## config.mk

```make
export PLATFORM = sky130hd
export DESIGN_NAME = spi_slave_regif
export DESIGN_NICKNAME = d
export VERILOG_FILES = /design/src/rtl/spi_slave_pkg.sv /design/src/rtl/spi_slave_regif_sync.sv /design/src/rtl/spi_slave_regif.sv
export SDC_FILE = /design/constraint.sdc
export NUM_CORES = 1
export LEC_CHECK = 0
export CORE_ASPECT_RATIO = 0.5
export CORE_MARGIN = 3
export CORE_UTILIZATION = 45
export CTS_CLUSTER_DIAMETER = 60
export DETAILED_ROUTE_END_ITERATION = 16
export GPL_TIMING_DRIVEN = 0
export PLACE_DENSITY = 0.69
export SETUP_SLACK_MARGIN = 0.1
export SYNTH_ARGS = -nofsm -noshare
export SYNTH_HDL_FRONTEND = slang
export SYNTH_HIERARCHICAL = 1
export SYNTH_SLANG_ARGS = --single-unit
```

## constraint.sdc

```tcl
create_clock -name clk_i -period 2.9 [get_ports clk_i]
set_input_delay 0.29 -clock clk_i [delete_from_list [all_inputs] [get_ports clk_i]]
set_output_delay 0.29 -clock clk_i [all_outputs]
set_load 0.05 [all_outputs]
```

## src/rtl/spi_slave_pkg.sv

```systemverilog
// Shared constants for the SPI register-bus responder: synchroniser depth,
// default frame geometry and the FSM state encoding.
package spi_slave_pkg;

    localparam int SYNC_STAGES = 2;
    localparam int HDR_W_DEF   = 16;
    localparam int DAT_W_DEF   = 8;
    localparam int FRM_LEN_DEF = HDR_W_DEF + DAT_W_DEF;

    typedef logic [2:0] state_t;

    localparam state_t ST_IDLE    = 3'd0;
    localparam state_t ST_HDR     = 3'd1;
    localparam state_t ST_RD_WAIT = 3'd2;
    localparam state_t ST_RD_DATA = 3'd3;
    localparam state_t ST_WR_DATA = 3'd4;
    localparam state_t ST_DONE    = 3'd5;

    function automatic int frm_len(input int hdr_w, input int dat_w);
        return hdr_w + dat_w;
    endfunction

endpackage

```

## src/rtl/spi_slave_regif_sync.sv

```systemverilog
// Two-flop synchroniser for one asynchronous SPI pin, plus an edge register
// that turns level changes into single-cycle rise/fall pulses.
module spi_sync_edge
    import spi_slave_pkg::*;
#(
    parameter logic RST_VAL = 1'b0
)(
    input  logic clk_i,
    input  logic rstn_i,
    input  logic d,
    output logic level,
    output logic rise,
    output logic fall
);

    logic [SYNC_STAGES-1:0] sync_q;
    logic                   edge_q;

    always_ff @(posedge clk_i or negedge rstn_i) begin
        if (!rstn_i) begin
            sync_q <= {SYNC_STAGES{RST_VAL}};
            edge_q <= RST_VAL;
        end else begin
            sync_q <= {sync_q[SYNC_STAGES-2:0], d};
            edge_q <= sync_q[SYNC_STAGES-1];
        end
    end

    assign level = sync_q[SYNC_STAGES-1];
    assign rise  = level & ~edge_q;
    assign fall  = ~level & edge_q;

endmodule

```

## src/rtl/spi_slave_regif.sv

```systemverilog
// SPI responder that turns each header+data frame into one register-bus
// read or write access. All SPI pins are oversampled in the clk_i domain.
//
// state   | meaning
// --------+------------------------------------------------------------
// IDLE    | CS high, MISO released
// HDR     | shifting in the R/W flag and address
// RD_WAIT | read strobe issued, waiting for ack or first data fall edge
// RD_DATA | driving read data on MISO
// WR_DATA | shifting in write data
// DONE    | frame complete, extra SPI clocks ignored until CS rises
module spi_slave_regif
    import spi_slave_pkg::*;
#(
    parameter int ADDR_W = 8,
    parameter int DAT_W  = DAT_W_DEF,
    parameter int HDR_W  = HDR_W_DEF
)(
    input  logic              clk_i,
    input  logic              rstn_i,
    input  logic              spi_cs_i,
    input  logic              spi_clk_i,
    input  logic              spi_mosi_i,
    output logic              spi_miso_o,
    output logic              spi_miso_t,
    output logic [ADDR_W-1:0] reg_addr_o,
    output logic [DAT_W-1:0]  reg_wdata_o,
    output logic              reg_wen_o,
    output logic              reg_ren_o,
    input  logic [DAT_W-1:0]  reg_rdata_i,
    input  logic              reg_ack_i,
    output logic              frm_done_o,
    output logic              frm_abort_o,
    output logic              rd_late_o
);

    localparam int         FRM_LEN  = frm_len(HDR_W, DAT_W);
    localparam logic [4:0] HDR_LAST = 5'(HDR_W - 1);
    localparam logic [4:0] HDR_CNT  = 5'(HDR_W);
    localparam logic [4:0] FRM_LAST = 5'(FRM_LEN - 1);

    logic cs_lvl_unused, cs_rise, cs_fall;
    logic sclk_lvl_unused, sclk_rise, sclk_fall;
    logic mosi_lvl, mosi_rise_unused, mosi_fall_unused;

    spi_sync_edge #(.RST_VAL(1'b1)) u_sync_cs (
        .clk_i (clk_i), .rstn_i (rstn_i), .d (spi_cs_i),
        .level (cs_lvl_unused), .rise (cs_rise), .fall (cs_fall)
    );

    spi_sync_edge #(.RST_VAL(1'b1)) u_sync_sclk (
        .clk_i (clk_i), .rstn_i (rstn_i), .d (spi_clk_i),
        .level (sclk_lvl_unused), .rise (sclk_rise), .fall (sclk_fall)
    );

    spi_sync_edge #(.RST_VAL(1'b0)) u_sync_mosi (
        .clk_i (clk_i), .rstn_i (rstn_i), .d (spi_mosi_i),
        .level (mosi_lvl), .rise (mosi_rise_unused), .fall (mosi_fall_unused)
    );

    state_t           state_q;
    logic [4:0]       bit_cnt_q;
    logic [HDR_W-2:0] hdr_q;
    logic [DAT_W-2:0] rx_q;
    logic [DAT_W-1:0] tx_q;
    logic [HDR_W-1:0] hdr_nxt;
    logic [DAT_W-1:0] rx_nxt;

    assign hdr_nxt = {hdr_q, mosi_lvl};
    assign rx_nxt  = {rx_q, mosi_lvl};

    always_ff @(posedge clk_i or negedge rstn_i) begin
        if (!rstn_i) begin
            state_q     <= ST_IDLE;
            bit_cnt_q   <= '0;
            hdr_q       <= '0;
            rx_q        <= '0;
            tx_q        <= '1;
            reg_addr_o  <= '0;
            reg_wdata_o <= '0;
            reg_wen_o   <= 1'b0;
            reg_ren_o   <= 1'b0;
            frm_done_o  <= 1'b0;
            frm_abort_o <= 1'b0;
            rd_late_o   <= 1'b0;
        end else begin
            reg_wen_o   <= 1'b0;
            reg_ren_o   <= 1'b0;
            frm_done_o  <= 1'b0;
            frm_abort_o <= 1'b0;
            rd_late_o   <= 1'b0;
            if (cs_rise && state_q != ST_IDLE) begin
                frm_abort_o <= (state_q != ST_DONE);
                state_q     <= ST_IDLE;
            end else if (cs_fall && (state_q == ST_IDLE || state_q == ST_DONE)) begin
                state_q   <= ST_HDR;
                bit_cnt_q <= '0;
            end else begin
                if (sclk_rise) begin
                    bit_cnt_q <= bit_cnt_q + 5'd1;
                end
                case (state_q)
                    ST_HDR: begin
                        if (sclk_rise) begin
                            hdr_q <= hdr_nxt[HDR_W-2:0];
                            if (bit_cnt_q == HDR_LAST) begin
                                reg_addr_o <= hdr_nxt[ADDR_W-1:0];
                                if (hdr_nxt[HDR_W-1]) begin
                                    reg_ren_o <= 1'b1;
                                    state_q   <= ST_RD_WAIT;
                                end else begin
                                    state_q <= ST_WR_DATA;
                                end
                            end
                        end
                    end
                    ST_RD_WAIT: begin
                        if (reg_ack_i) begin
                            tx_q    <= reg_rdata_i;
                            state_q <= ST_RD_DATA;
                        end else if (sclk_fall) begin
                            tx_q      <= '0;
                            rd_late_o <= 1'b1;
                            state_q   <= ST_RD_DATA;
                        end
                    end
                    ST_RD_DATA: begin
                        // The first data bit is presented on entry, so the fall
                        // edge preceding data rise edge HDR_W+1 must not shift.
                        if (sclk_fall && bit_cnt_q > HDR_CNT) begin
                            tx_q <= {tx_q[DAT_W-2:0], 1'b0};
                        end
                        if (sclk_rise && bit_cnt_q == FRM_LAST) begin
                            frm_done_o <= 1'b1;
                            state_q    <= ST_DONE;
                        end
                    end
                    ST_WR_DATA: begin
                        if (sclk_rise) begin
                            rx_q <= rx_nxt[DAT_W-2:0];
                            if (bit_cnt_q == FRM_LAST) begin
                                reg_wdata_o <= rx_nxt;
                                reg_wen_o   <= 1'b1;
                                frm_done_o  <= 1'b1;
                                state_q     <= ST_DONE;
                            end
                        end
                    end
                    default: ;
                endcase
            end
        end
    end

    assign spi_miso_o = tx_q[DAT_W-1];
    assign spi_miso_t = (state_q != ST_RD_DATA);

endmodule

```

**Yosys cells after proc, flatten, opt, wreduce, memory -nomap -nowiden**

Cells that the tools add are included.

- Output and inout port bits: 23
- Logic and storage cells: 101
- Flip-flop bits (word level): 67
- Input bits: 14

- Equal/unequal tests: 17
- Bitwise operators: 10
- Muxes and demuxes: 38
- $add $sub $neg: 1
- Order comparisons: 1
- Reduce and logical (&&, ||, !) cells: 17

Operator list:

| kind | number |
|---|---|
| 3-bit two-way mux | 10 |
| 8-bit two-way mux | 3 |
| 1-bit two-way mux | 20 |
| 4-bit inequality test, second input constant | 5 |
| 8-bit case mux with 2 select lines | 1 |
| 5-bit AND reduction | 3 |
| 3-bit case mux with 4 select lines | 1 |
| 5-bit two-way mux | 2 |
| 4-bit AND reduction | 2 |
| 7-bit AND reduction | 1 |
| 3-bit by 2-bit == test with 1-bit output, second input constant | 2 |
| 3-bit == test, second input constant | 2 |
| 3-bit inequality test, second input constant | 2 |
| 1-bit inverter | 6 |
| 6-bit nonzero test | 1 |
| 5-bit by 1-bit adder with 5-bit output, second input constant | 1 |
| 5-bit by 4-bit == test with 1-bit output, second input constant | 1 |
| 5-bit == test, second input constant | 1 |
| 5-bit > comparator, second input constant | 1 |
| 5-bit inequality test, second input constant | 1 |
| 1-bit AND | 4 |
| 1-bit logical AND | 4 |
| 2-bit nonzero test | 2 |
| 3-bit by 1-bit == test with 1-bit output, second input constant | 1 |
| other kinds (7) | 7 |

**Depth between registers and ports, before layout**

Gate-level depths: netlist of the first run.

- Depth in word-level cells: 7
- Mapped depth: 7

**Modules after synthesis**

The synthesis of the first run kept the hierarchy.

Modules (own cells, without submodules):

| module | instances | area an instance (um2) | cells each |
|---|---|---|---|
| spi_slave_regif | 1 | 2735.1 | 222 |
| spi_sync_edge (u_sync_cs ...) | 2 | 93.8 | 5 |
| spi_sync_edge (u_sync_mosi) | 1 | 90.1 | 5 |

**Worst setup path before layout of the first run**

No wires, ideal clock.

- Path kind: flip-flop to flip-flop
- From: reg u_sync_cs.sync_q[1]
- To: reg tx_q[0]
- Data arrival time: 1.988 ns
- Required time: 2.818 ns
- Stages on the path, launching flop included: 6
- Buffers on the path: 0
- Setup time: 0.082 ns
- Path slack: 0.830 ns
- Period minus slack after synthesis: 2.070 ns
- Path through: dfstp_2 and2b_2 nor4b_1 a2111oi_4 o2111ai_4 mux2_2

- Longest elaborated chain between the ends: 5

RTL lines:

| element | RTL line | RTL |
|---|---|---|
| start, declared | spi_slave_regif_sync.sv:16 | `logic [SYNC_STAGES-1:0] sync_q;` |
| start signal, assigned | spi_slave_regif_sync.sv:21 | `sync_q <= {SYNC_STAGES{RST_VAL}};` |
| start signal, assigned | spi_slave_regif_sync.sv:24 | `sync_q <= {sync_q[SYNC_STAGES-2:0], d};` |
| 1-bit inverter | spi_slave_regif_sync.sv:31 | `assign fall = ~level & edge_q;` |
| 1-bit AND | spi_slave_regif_sync.sv:31 |  |
| via cs_fall | spi_slave_regif.sv:42 | `logic cs_lvl_unused, cs_rise, cs_fall;` |
| 1-bit logical AND | spi_slave_regif.sv:95 | `end else if (cs_fall && (state_q == ST_IDLE \|\| state_q == ST_DONE)) begin` |
| 1-bit inverter (no source line) | n/a |  |
| 5-bit AND reduction (no source line) | n/a |  |
| end signal, assigned | spi_slave_regif.sv:119 | `tx_q <= reg_rdata_i;` |
| end signal, assigned | spi_slave_regif.sv:131 | `tx_q <= {tx_q[DAT_W-2:0], 1'b0};` |
| end, declared | spi_slave_regif.sv:65 | `logic [DAT_W-1:0] tx_q;` |

The timed path passes the listed nets, and every way through them passes these cells.
A chain may end at the register's enable or synchronous reset.

**Final worst setup path of the first run**

- From: reg state_q[2]
- To: out spi_miso_t

- Longest elaborated chain between the ends: 1

RTL lines:

| element | RTL line | RTL |
|---|---|---|
| start, declared | spi_slave_regif.sv:61 | `state_t state_q;` |
| start signal, assigned | spi_slave_regif.sv:74 | `state_q <= ST_IDLE;` |
| start signal, assigned | spi_slave_regif.sv:94 | `state_q <= ST_IDLE;` |
| start signal, assigned | spi_slave_regif.sv:96 | `state_q <= ST_HDR;` |
| 3-bit by 2-bit inequality test with 1-bit output | spi_slave_regif.sv:156 | `assign spi_miso_t = (state_q != ST_RD_DATA);` |
| end, declared | spi_slave_regif.sv:25 | `output logic spi_miso_t,` |

Every way passes these cells.

==> impl_metrics.py, run 1 <==
metrics = {
    "drt": {
        "avgViaCountPerCell": 5.19,
        "first_pass_iters": 4,
        "drc": 0,
        "drt-wirelength-per-cell_um": 14.5,
        "drt-total-wl_um": 5400,
        "drtAntennaViolNets": 0,
        "vias": 1937,
        "detail_route.iter0.violations": 71,
    },
    "layout": {
        "area_delta_synth_final_pct": 25.8,
        "layout_commonest_cell": "dfrtp_1",
        "final_cell_mix": "53 x dfrtp_1, 45 x mux2_2, 34 x clkdlybuf4s50_1",
        "nets": 297,
        "drive_gt1_frac": 0.309,
        "insertedDiodeCount": 0,
        "filler_cell_count": 497,
    },
    "logic_synthesis": {
        "synth_nets": 251,
        "synthesis.area_um2": 2970,
        "syn_inst": 234,
        "syn_avg_cell_area_um2": 12.7,
        "yosysWarnings": 6,
    },
    "setup_path": {
        "cp-end-kind": "primary output",
        "cp.required_ps": 2610,
        "r2r-start": "u_sync_cs/sync_q[1]",
        "reg2reg_to": "tx_q[4]",
        "critical_path.max_fanout": 10,
        "timing.reg2reg.setup_slack_ps": 560,
        "critPathLaunch": "state_q[2]",
        "path_class": "flop to primary output",
        "cp-start-kind": "flop",
        "worst-endpoint-arrival_ps": 2170,
        "reg2reg_depth": 5,
    },
    "floorplanning": {
        "fp-row-count": 20,
        "coreArea_um2": 6230,
        "die_area_um2": 7680,
        "die_w_um": 121,
        "initial_core_util": 0.477,
        "io_pins": 37,
        "die_h_um": 63.5,
    },
    "clock_tree": {
        "cts_num_sinks": 67,
        "cts_setup_buffers": 0,
        "htreeDepth": 3,
        "cts_made_buffers": 9,
        "cts.hold.buffers_added": 0,
        "clkTransAtPathRegs_ps": 60,
        "clock_path_buffers": 2,
        "clock-root-buffer": "clkbuf_16",
        "cts_tree": "yes",
        "clock_latency_ps": 330,
        "cts-resized-gates": 0,
    },
    "pwr": {
        "power_frac_seq": 0.439,
        "sw_frac_of_total": 0.271,
        "pwr-share-comb": 0.139,
        "p_switching_mw": 0.714,
        "cellPowerDensity_nw_per_um2": 704,
        "power_leakage_nw": 1.69,
        "ir_drop_v": 0.000311,
        "p_int_mw": 1.92,
        "clkPwrFrac": 0.422,
        "fin_total_pwr_mw": 2.63,
    },
    "global_route": {
        "grt_overflow_total": 0,
        "first_global_vias": 1945,
        "grt_max_degree": 68,
        "grt_pass1_wl_um": 9430,
        "grt_use_total": 0.159,
        "antenna_found_initial": 0,
    },
    "status": {
        "status": "finished clean",
    },
    "flow_run": {
        "drv_cap": 0,
    },
    "timing": {
        "setup_viol": 0,
        "slew_viol_final": 0,
        "max_freq_mhz": 407,
        "worst_slew_pin_slew_ps": 828,
        "relSlewSlack": 0.448,
        "period_needed_ps": 2460,
        "rsz0062_at_grt": "false",
        "post-route-period-util": 0.847,
        "setup_ws_ps": 442,
        "hold_viol": 0,
        "clock_skew_ps": 4.87,
    },
    "placed_design": {
        "place.gp.congestion": 0.819,
        "place_ws_ps": 551,
        "io_buffers": 35,
        "dpl.hpwl_um": 3600,
    },
    "min_path": {
        "worstHoldPathType": "primary input to asynchronous set/reset pin",
    },
}
critical path, stage by stage (launching register included):
cell	delay (ps)
dfrtp_1	350
buf_4	180
and3b_1	210
clkbuf_1	300
inv_1	90
clkdlybuf4s50_1	710
per-layer routing:
| metal | track usage | vias to the layer above | wire length, µm | part of all wire |
|---|---|---|---|---|
| li1 | - | 928 | - | - |
| met1 | 0.212 | 954 | 2590 | 0.48 |
| met2 | 0.232 | 46 | 2430 | 0.45 |
| met3 | 0.0682 | 9 | 277 | 0.051 |
| met4 | 0.0565 | 0 | 100 | 0.019 |
| met5 | 0 | - | 0 | 0 |
final cells by class:
type	count	area, µm²	area share
sequential	67	1690	0.453
tap	88	110	0.0294
clock buffer	9	225	0.0602
inverter	9	33.8	0.00903
buffer	12	61.3	0.0164
clock inverter	7	83.8	0.0224
timing repair buffer	35	348	0.0930
multi-input combinational	146	1180	0.316
state kept, by name (all words and copies together) (netlist names), 2 cells and up:
name                flops
rx_q                    7
bit_cnt_q               5
reg_wdata_o             8
state_q                 3
tx_q                    8
u_sync_mosi/sync_q      2
reg_addr_o              8
u_sync_cs/sync_q        2
hdr_q                  15
u_sync_sclk/sync_q      2
power groups by stage:
| stage | clock network (mW) | registers, mW | logic (mW) |
|---|---|---|---|
| 5_1_grt | 1.19 | 1.17 | 0.407 |
| 3_5_place_dp | 0 | 1.17 | 0.364 |
| 6_report | 1.11 | 1.16 | 0.366 |
| 4_1_cts | 1.14 | 1.16 | 0.368 |
| 2_1_floorplan | 0 | 1.16 | 0.251 |
| 3_3_place_gp | 0 | 1.16 | 0.353 |
worst max-delay path by stage:
| stage | slack [ps] | endpoint |
|---|---|---|
| after floorplan | 830 | tx_q[0] |
| after global placement | -520 | reg_addr_o[6] |
| after detailed placement | 550 | tx_q[4] |
| after CTS | 420 | spi_miso_t |
| after global routing | 300 | spi_miso_t |
| final | 440 | spi_miso_t |
stage by stage:
| stage | cell area, µm² | hold WS, ps | TNS (ps) | std cells | util |
|---|---|---|---|---|---|
| after floorplan | 2970 | -5.59 | 0 | 234 | - |
| after global placement | 3430 | 334 | -27140 | 357 | 0.551 |
| after detailed placement | 3430 | 347 | 0 | 357 | 0.551 |
| after CTS | 3740 | 81.3 | 0 | 373 | 0.600 |
| after global routing | 3740 | 122 | 0 | 373 | 0.600 |
| final | 3740 | 49.2 | 0 | 373 | 0.600 |
No activity file was read; power rests on OpenSTA's default activity.
==> run 2, diff against run 1 <==
--- a/config.mk
+++ b/config.mk
@@ -11,7 +11,7 @@
 export CTS_CLUSTER_DIAMETER = 60
 export DETAILED_ROUTE_END_ITERATION = 16
 export GPL_TIMING_DRIVEN = 0
-export PLACE_DENSITY = 0.69
+export PLACE_DENSITY = 0.71
 export SETUP_SLACK_MARGIN = 0.1
 export SYNTH_ARGS = -nofsm -noshare
 export SYNTH_HDL_FRONTEND = slang
==> constraint.sdc (replaced) <==
create_clock -name clk_i -period 2.2 [get_ports clk_i]
set_input_delay 0.22 -clock clk_i [delete_from_list [all_inputs] [get_ports clk_i]]
set_output_delay 0.22 -clock clk_i [all_outputs]
set_load 0.05 [all_outputs]
==> run 2 against run 1 <==
Effect of this change: the flow now finishes with violations (hold timing); design area increased by 3.8%; total power grew 39%; core utilization grew 2.3 points; via count is 3.5% higher; combinational power increased by 56%; hold slack worse by 65 ps; critical endpoint is now state_q[2].
==> impl_metrics.py, run 2 (synthesized netlist as in run 1, its figures left out) <==
metrics = {
    "drt": {
        "vias": 2005,
        "drt-wirelength-per-cell_um": 15.1,
        "drc": 0,
        "first_pass_iters": 5,
        "drt-total-wl_um": 5690,
        "detail_route.iter0.violations": 114,
        "avgViaCountPerCell": 5.30,
        "drtAntennaViolNets": 0,
    },
    "floorplanning": {
        "die_w_um": 121,
        "fp-row-count": 20,
        "io_pins": 37,
        "initial_core_util": 0.477,
        "die_area_um2": 7680,
        "die_h_um": 63.5,
        "coreArea_um2": 6230,
    },
    "global_route": {
        "first_global_vias": 2094,
        "grt_pass1_wl_um": 9690,
        "grt_overflow_total": 0,
        "grt_max_degree": 68,
        "grt_use_total": 0.160,
        "antenna_found_initial": 0,
    },
    "layout": {
        "nets": 302,
        "filler_cell_count": 471,
        "top_register": "hdr_q",
        "drive_gt1_frac": 0.372,
        "largest_register_ffs": 15,
        "area_delta_synth_final_pct": 30.6,
        "layout_commonest_cell": "dfrtp_1",
        "insertedDiodeCount": 0,
        "final_cell_mix": "52 x dfrtp_1, 45 x mux2_2, 33 x clkdlybuf4s50_1",
        "postLayoutCellArea_um2": 3880,
    },
    "timing": {
        "setup_viol": 0,
        "worst_slew_pin_slew_ps": 820,
        "clock_skew_ps": 9.31,
        "relSlewSlack": 0.454,
        "slew_viol_final": 0,
        "period_needed_ps": 2050,
        "post-route-period-util": 0.932,
        "max_freq_mhz": 488,
        "rsz0062_at_grt": "true",
        "hold_viol": 7,
        "whs_ps": -16.0,
    },
    "min_path": {
        "worstHoldPathType": "primary input to asynchronous set/reset pin",
    },
    "clock_tree": {
        "clkTransAtPathRegs_ps": 60,
        "clock_path_buffers": 2,
        "cts_tree": "yes",
        "htreeDepth": 3,
        "cts_made_buffers": 9,
        "cts.hold.buffers_added": 0,
        "cts_num_sinks": 67,
        "clock_latency_ps": 330,
        "clock-root-buffer": "clkbuf_16",
    },
    "pwr": {
        "cellPowerDensity_nw_per_um2": 943,
        "power_leakage_nw": 1.73,
        "ir_drop_v": 0.000361,
    },
    "status": {
        "violations": "hold timing",
        "status": "finished, violations left",
    },
    "setup_path": {
        "cp.required_ps": 2440,
        "cp-start-kind": "flop",
        "cp-end-kind": "flop",
        "critical_path.max_fanout": 4,
        "path_class": "flop to flop",
        "worst-endpoint-arrival_ps": 2290,
        "reg2reg_depth": 7,
    },
    "placed_design": {
        "dpl.hpwl_um": 3660,
        "io_buffers": 35,
        "place.gp.congestion": 0.846,
        "postPlaceCellArea_um2": 3430,
    },
    "flow_run": {
        "drv_cap": 0,
    },
}
-- run 2: critical path: stages, from the launching register on --
cell and delay, ps:
dfrtp_2 440, ha_4 170, and3_4 170, ha_2 180, nor4bb_4 170, a311oi_2 430, a31oi_2 190, o22ai_1 200
-- run 2: timing repair --
item	in CTS	in global routing
pin swaps	4	8
gates resized for setup	5	18
setup endpoints to repair	39	32
buffers inserted	2	3
-- run 2: cell type report --
class | instances | area, µm² | share of cell area
tap | 88 | 110 | 0.0284
buffer | 12 | 66.3 | 0.0171
timing repair buffer | 40 | 380 | 0.0980
multi-input combinational | 146 | 1270 | 0.326
clock buffer | 9 | 225 | 0.0580
clock inverter | 7 | 104 | 0.0268
inverter | 9 | 33.8 | 0.00870
sequential | 67 | 1700 | 0.437
-- run 2: routing by layer --
metal | vias to the layer above | global-route usage | share of wire
met3 | 10 | 0.0700 | 0.063
met1 | 987 | 0.196 | 0.44
li1 | 936 | - | -
met4 | 0 | 0.0579 | 0.0088
met5 | - | 0 | 0
met2 | 72 | 0.253 | 0.49
-- run 2: where the power goes --
group | switching, mW | internal (mW)
combinational | 0.298 | 0.273
sequential | 0.115 | 1.41
clock | 0.555 | 1.01
-- run 2: through the flow --
| stage | std cells | setup WS [ps] | power, mW | setup TNS (ps) | utilization |
|---|---|---|---|---|---|
| finish | 378 | 150 | 3.66 | 0 | 0.623 |
| global route | 378 | 63.7 | 3.83 | 0 | 0.623 |
| CTS | 375 | -9.06 | 3.63 | -9.06 | 0.609 |
| detailed placement | 357 | -140 | 2.03 | -1500 | 0.551 |
| global placement | 357 | -1150 | 1.99 | -67890 | 0.551 |
| floorplan | 234 | 130 | 1.87 | 0 | - |
-- run 2: path summary, 6_finish.rpt --
check                                        end  slack [ps]                 from
max                                   state_q[2]         150         bit_cnt_q[1]
min in group clk_i         u_sync_sclk/sync_q[0]         300            spi_clk_i
max reg2reg                           state_q[2]         150         bit_cnt_q[1]
max in group asynchronous           bit_cnt_q[1]        1630               rstn_i
min                                    rd_late_o         -20               rstn_i
min reg2reg                  u_sync_cs/sync_q[1]         360  u_sync_cs/sync_q[0]
==> run 3, diff against run 2 <==
--- a/config.mk
+++ b/config.mk
@@ -12,7 +12,7 @@
 export DETAILED_ROUTE_END_ITERATION = 16
 export GPL_TIMING_DRIVEN = 0
 export PLACE_DENSITY = 0.71
-export SETUP_SLACK_MARGIN = 0.1
+export SETUP_SLACK_MARGIN = 0.2
 export SYNTH_ARGS = -nofsm -noshare
 export SYNTH_HDL_FRONTEND = slang
 export SYNTH_HIERARCHICAL = 1
==> run 3 against run 2 <==
Effect of this change: the run now ends clean; register-to-register slack about the same; sequential share of layout area down 0.82 points; clock power down 10%; design area up 1.9%; hold slack better by 320 ps; first-iteration DRC count down 54%; fmax down 0.13%; final cell count up 2.1%; clock-buffer cell count unchanged; critical endpoint is now tx_q[0]; largest cell class unchanged.
==> impl_metrics.py, run 3 (synthesized netlist as in run 1, its figures left out) <==
metrics = {
    "global_route": {
        "grt_busiest_layer": "met2",
        "use_met3": 0.0565,
        "grt_overflow_total": 0,
        "antenna_found_initial": 0,
        "first_global_vias": 2028,
        "grt_use_total": 0.158,
        "grt_pass1_wl_um": 9470,
        "use_met2": 0.256,
        "grt_max_degree": 40,
        "met1_usage": 0.196,
    },
    "timing": {
        "clock_skew_ps": 6.18,
        "setup_viol": 0,
        "rsz0062_at_grt": "true",
        "period_needed_ps": 2050,
        "relSlewSlack": 0.573,
        "tns_ps": 0,
        "max_freq_mhz": 487,
        "worst_slew_pin_slew_ps": 641,
        "hold_viol": 0,
        "post-route-period-util": 0.933,
        "slew_viol_final": 0,
    },
    "pwr": {
        "power_leakage_nw": 1.77,
        "cellPowerDensity_nw_per_um2": 892,
        "fin_total_pwr_mw": 3.53,
        "ir_drop_v": 0.000441,
    },
    "floorplanning": {
        "coreArea_um2": 6230,
        "die_h_um": 63.5,
        "die_w_um": 121,
        "die_area_um2": 7680,
        "io_pins": 37,
        "initial_core_util": 0.477,
        "fp-row-count": 20,
    },
    "layout": {
        "area_delta_synth_final_pct": 33.0,
        "largest_register_ffs": 15,
        "final_cell_mix": "52 x dfrtp_1, 44 x mux2_2, 33 x clkdlybuf4s50_1",
        "nets": 310,
        "insertedDiodeCount": 0,
        "layout_commonest_cell": "dfrtp_1",
        "drive_gt1_frac": 0.389,
        "top_register": "hdr_q",
    },
    "clock_tree": {
        "cts_num_sinks": 67,
        "htreeDepth": 3,
        "clock-root-buffer": "clkbuf_16",
        "clkTransAtPathRegs_ps": 50,
        "clock_latency_ps": 320,
        "clock_path_buffers": 2,
        "cts_made_buffers": 9,
        "cts_tree": "yes",
    },
    "drt": {
        "drt-wirelength-per-cell_um": 14.5,
        "vias": 1964,
        "drt-total-wl_um": 5600,
        "detail_route.iter0.violations": 53,
        "drtAntennaViolNets": 0,
        "avgViaCountPerCell": 5.09,
        "drc": 0,
        "first_pass_iters": 4,
    },
    "placed_design": {
        "place.gp.congestion": 0.847,
        "io_buffers": 35,
        "dpl.hpwl_um": 3720,
    },
    "setup_path": {
        "cp-start-kind": "flop",
        "timing.reg2reg.setup_slack_ps": 150,
        "crit_chain": "and2b_2 > and4b_1 > a2111oi_4 > o2111ai_4 > mux2_4",
        "cp.required_ps": 2450,
        "critical_path.max_fanout": 8,
        "cp_slowest_stage_delay_ps": 530,
        "worst-endpoint-arrival_ps": 2300,
        "critPathSlowestCell": "dfstp_2",
        "cp-end-kind": "flop",
        "path_class": "flop to flop",
    },
    "status": {
        "status": "finished clean",
    },
    "flow_run": {
        "drv_cap": 0,
    },
    "min_path": {
        "worstHoldPathType": "primary input to flop",
    },
}
## run 3: cell count changes in the layout (fill, tap and decap cells not counted), sizes merged
| cell | previous run | this run |
|---|---|---|
| buf | 11 | 20 |
| bufinv | 2 | 1 |
| clkbuf | 17 | 15 |
| clkinv | 1 | 4 |
| clkinvlp | 0 | 2 |
| dlygate4sd3 | 0 | 1 |
| inv | 13 | 9 |
## run 3: area by class of cell
type | count | area [µm²]
Fill cell | 460 | 2280
Sequential cell | 67 | 1700
Multi-Input combinational cell | 146 | 1280
Timing Repair Buffer | 48 | 457
Clock buffer | 9 | 225
Tap cell | 88 | 110
Clock inverter | 7 | 77.6
Buffer | 12 | 70.1
Inverter | 9 | 37.5
## run 3: repair_timing
action | 4_1_cts | 5_1_grt
endpoints found under the hold margin | 16 | 0
gates resized for setup | 11 | 23
hold buffers | 1 | 0
setup endpoints to repair | 41 | 35
pin swaps | 4 | 11
setup buffers | 6 | 5
## run 3: routing by layer
layer	share of wire	vias up
li1	-	950
met1	0.46	959
met2	0.47	47
met3	0.056	8
met4	0.013	0
met5	0	-
## run 3: final timing paths
check	startpoint	to	cells after the start
min	spi_cs_i	u_sync_cs/sync_q[0]	1
min in group asynchronous	rstn_i	rd_late_o	2
min reg2reg	u_sync_mosi/sync_q[0]	u_sync_mosi/sync_q[1]	0
max	u_sync_cs/sync_q[1]	tx_q[0]	5
max reg2reg	u_sync_cs/sync_q[1]	tx_q[0]	5
max in group asynchronous	rstn_i	tx_q[7]	3
## run 3: worst max-delay path: cells and delay by family (launching register included)
kind | cells | cell delay [ps]
DFF | 1 | 530
AOI/OAI and AO/OA | 2 | 660
and+or+nand+nor | 2 | 420
muxes | 1 | 360
## run 3: metrics by stage
| stage | cell area, µm² | util | instances | hold slack [ps] | setup slack (ps) |
|---|---|---|---|---|---|
| detailed placement | 3450 | 0.553 | 358 | 284 | -134 |
| finish | 3960 | 0.635 | 386 | 309 | 147 |
| global route | 3960 | 0.635 | 386 | 304 | 55.0 |
| floorplan | 2970 | - | 234 | -75.6 | 130 |
| global placement | 3430 | 0.551 | 357 | 333 | -1130 |
| CTS | 3850 | 0.618 | 381 | 304 | 71.9 |
## run 3: power breakdown
group          total [mW]  leakage, nW  internal, mW  switching (mW)
registers            1.54        0.868          1.41           0.126
clock network        1.40        0.146         0.883           0.517
logic               0.590        0.754         0.298           0.292
total                3.53         1.77          2.59           0.935
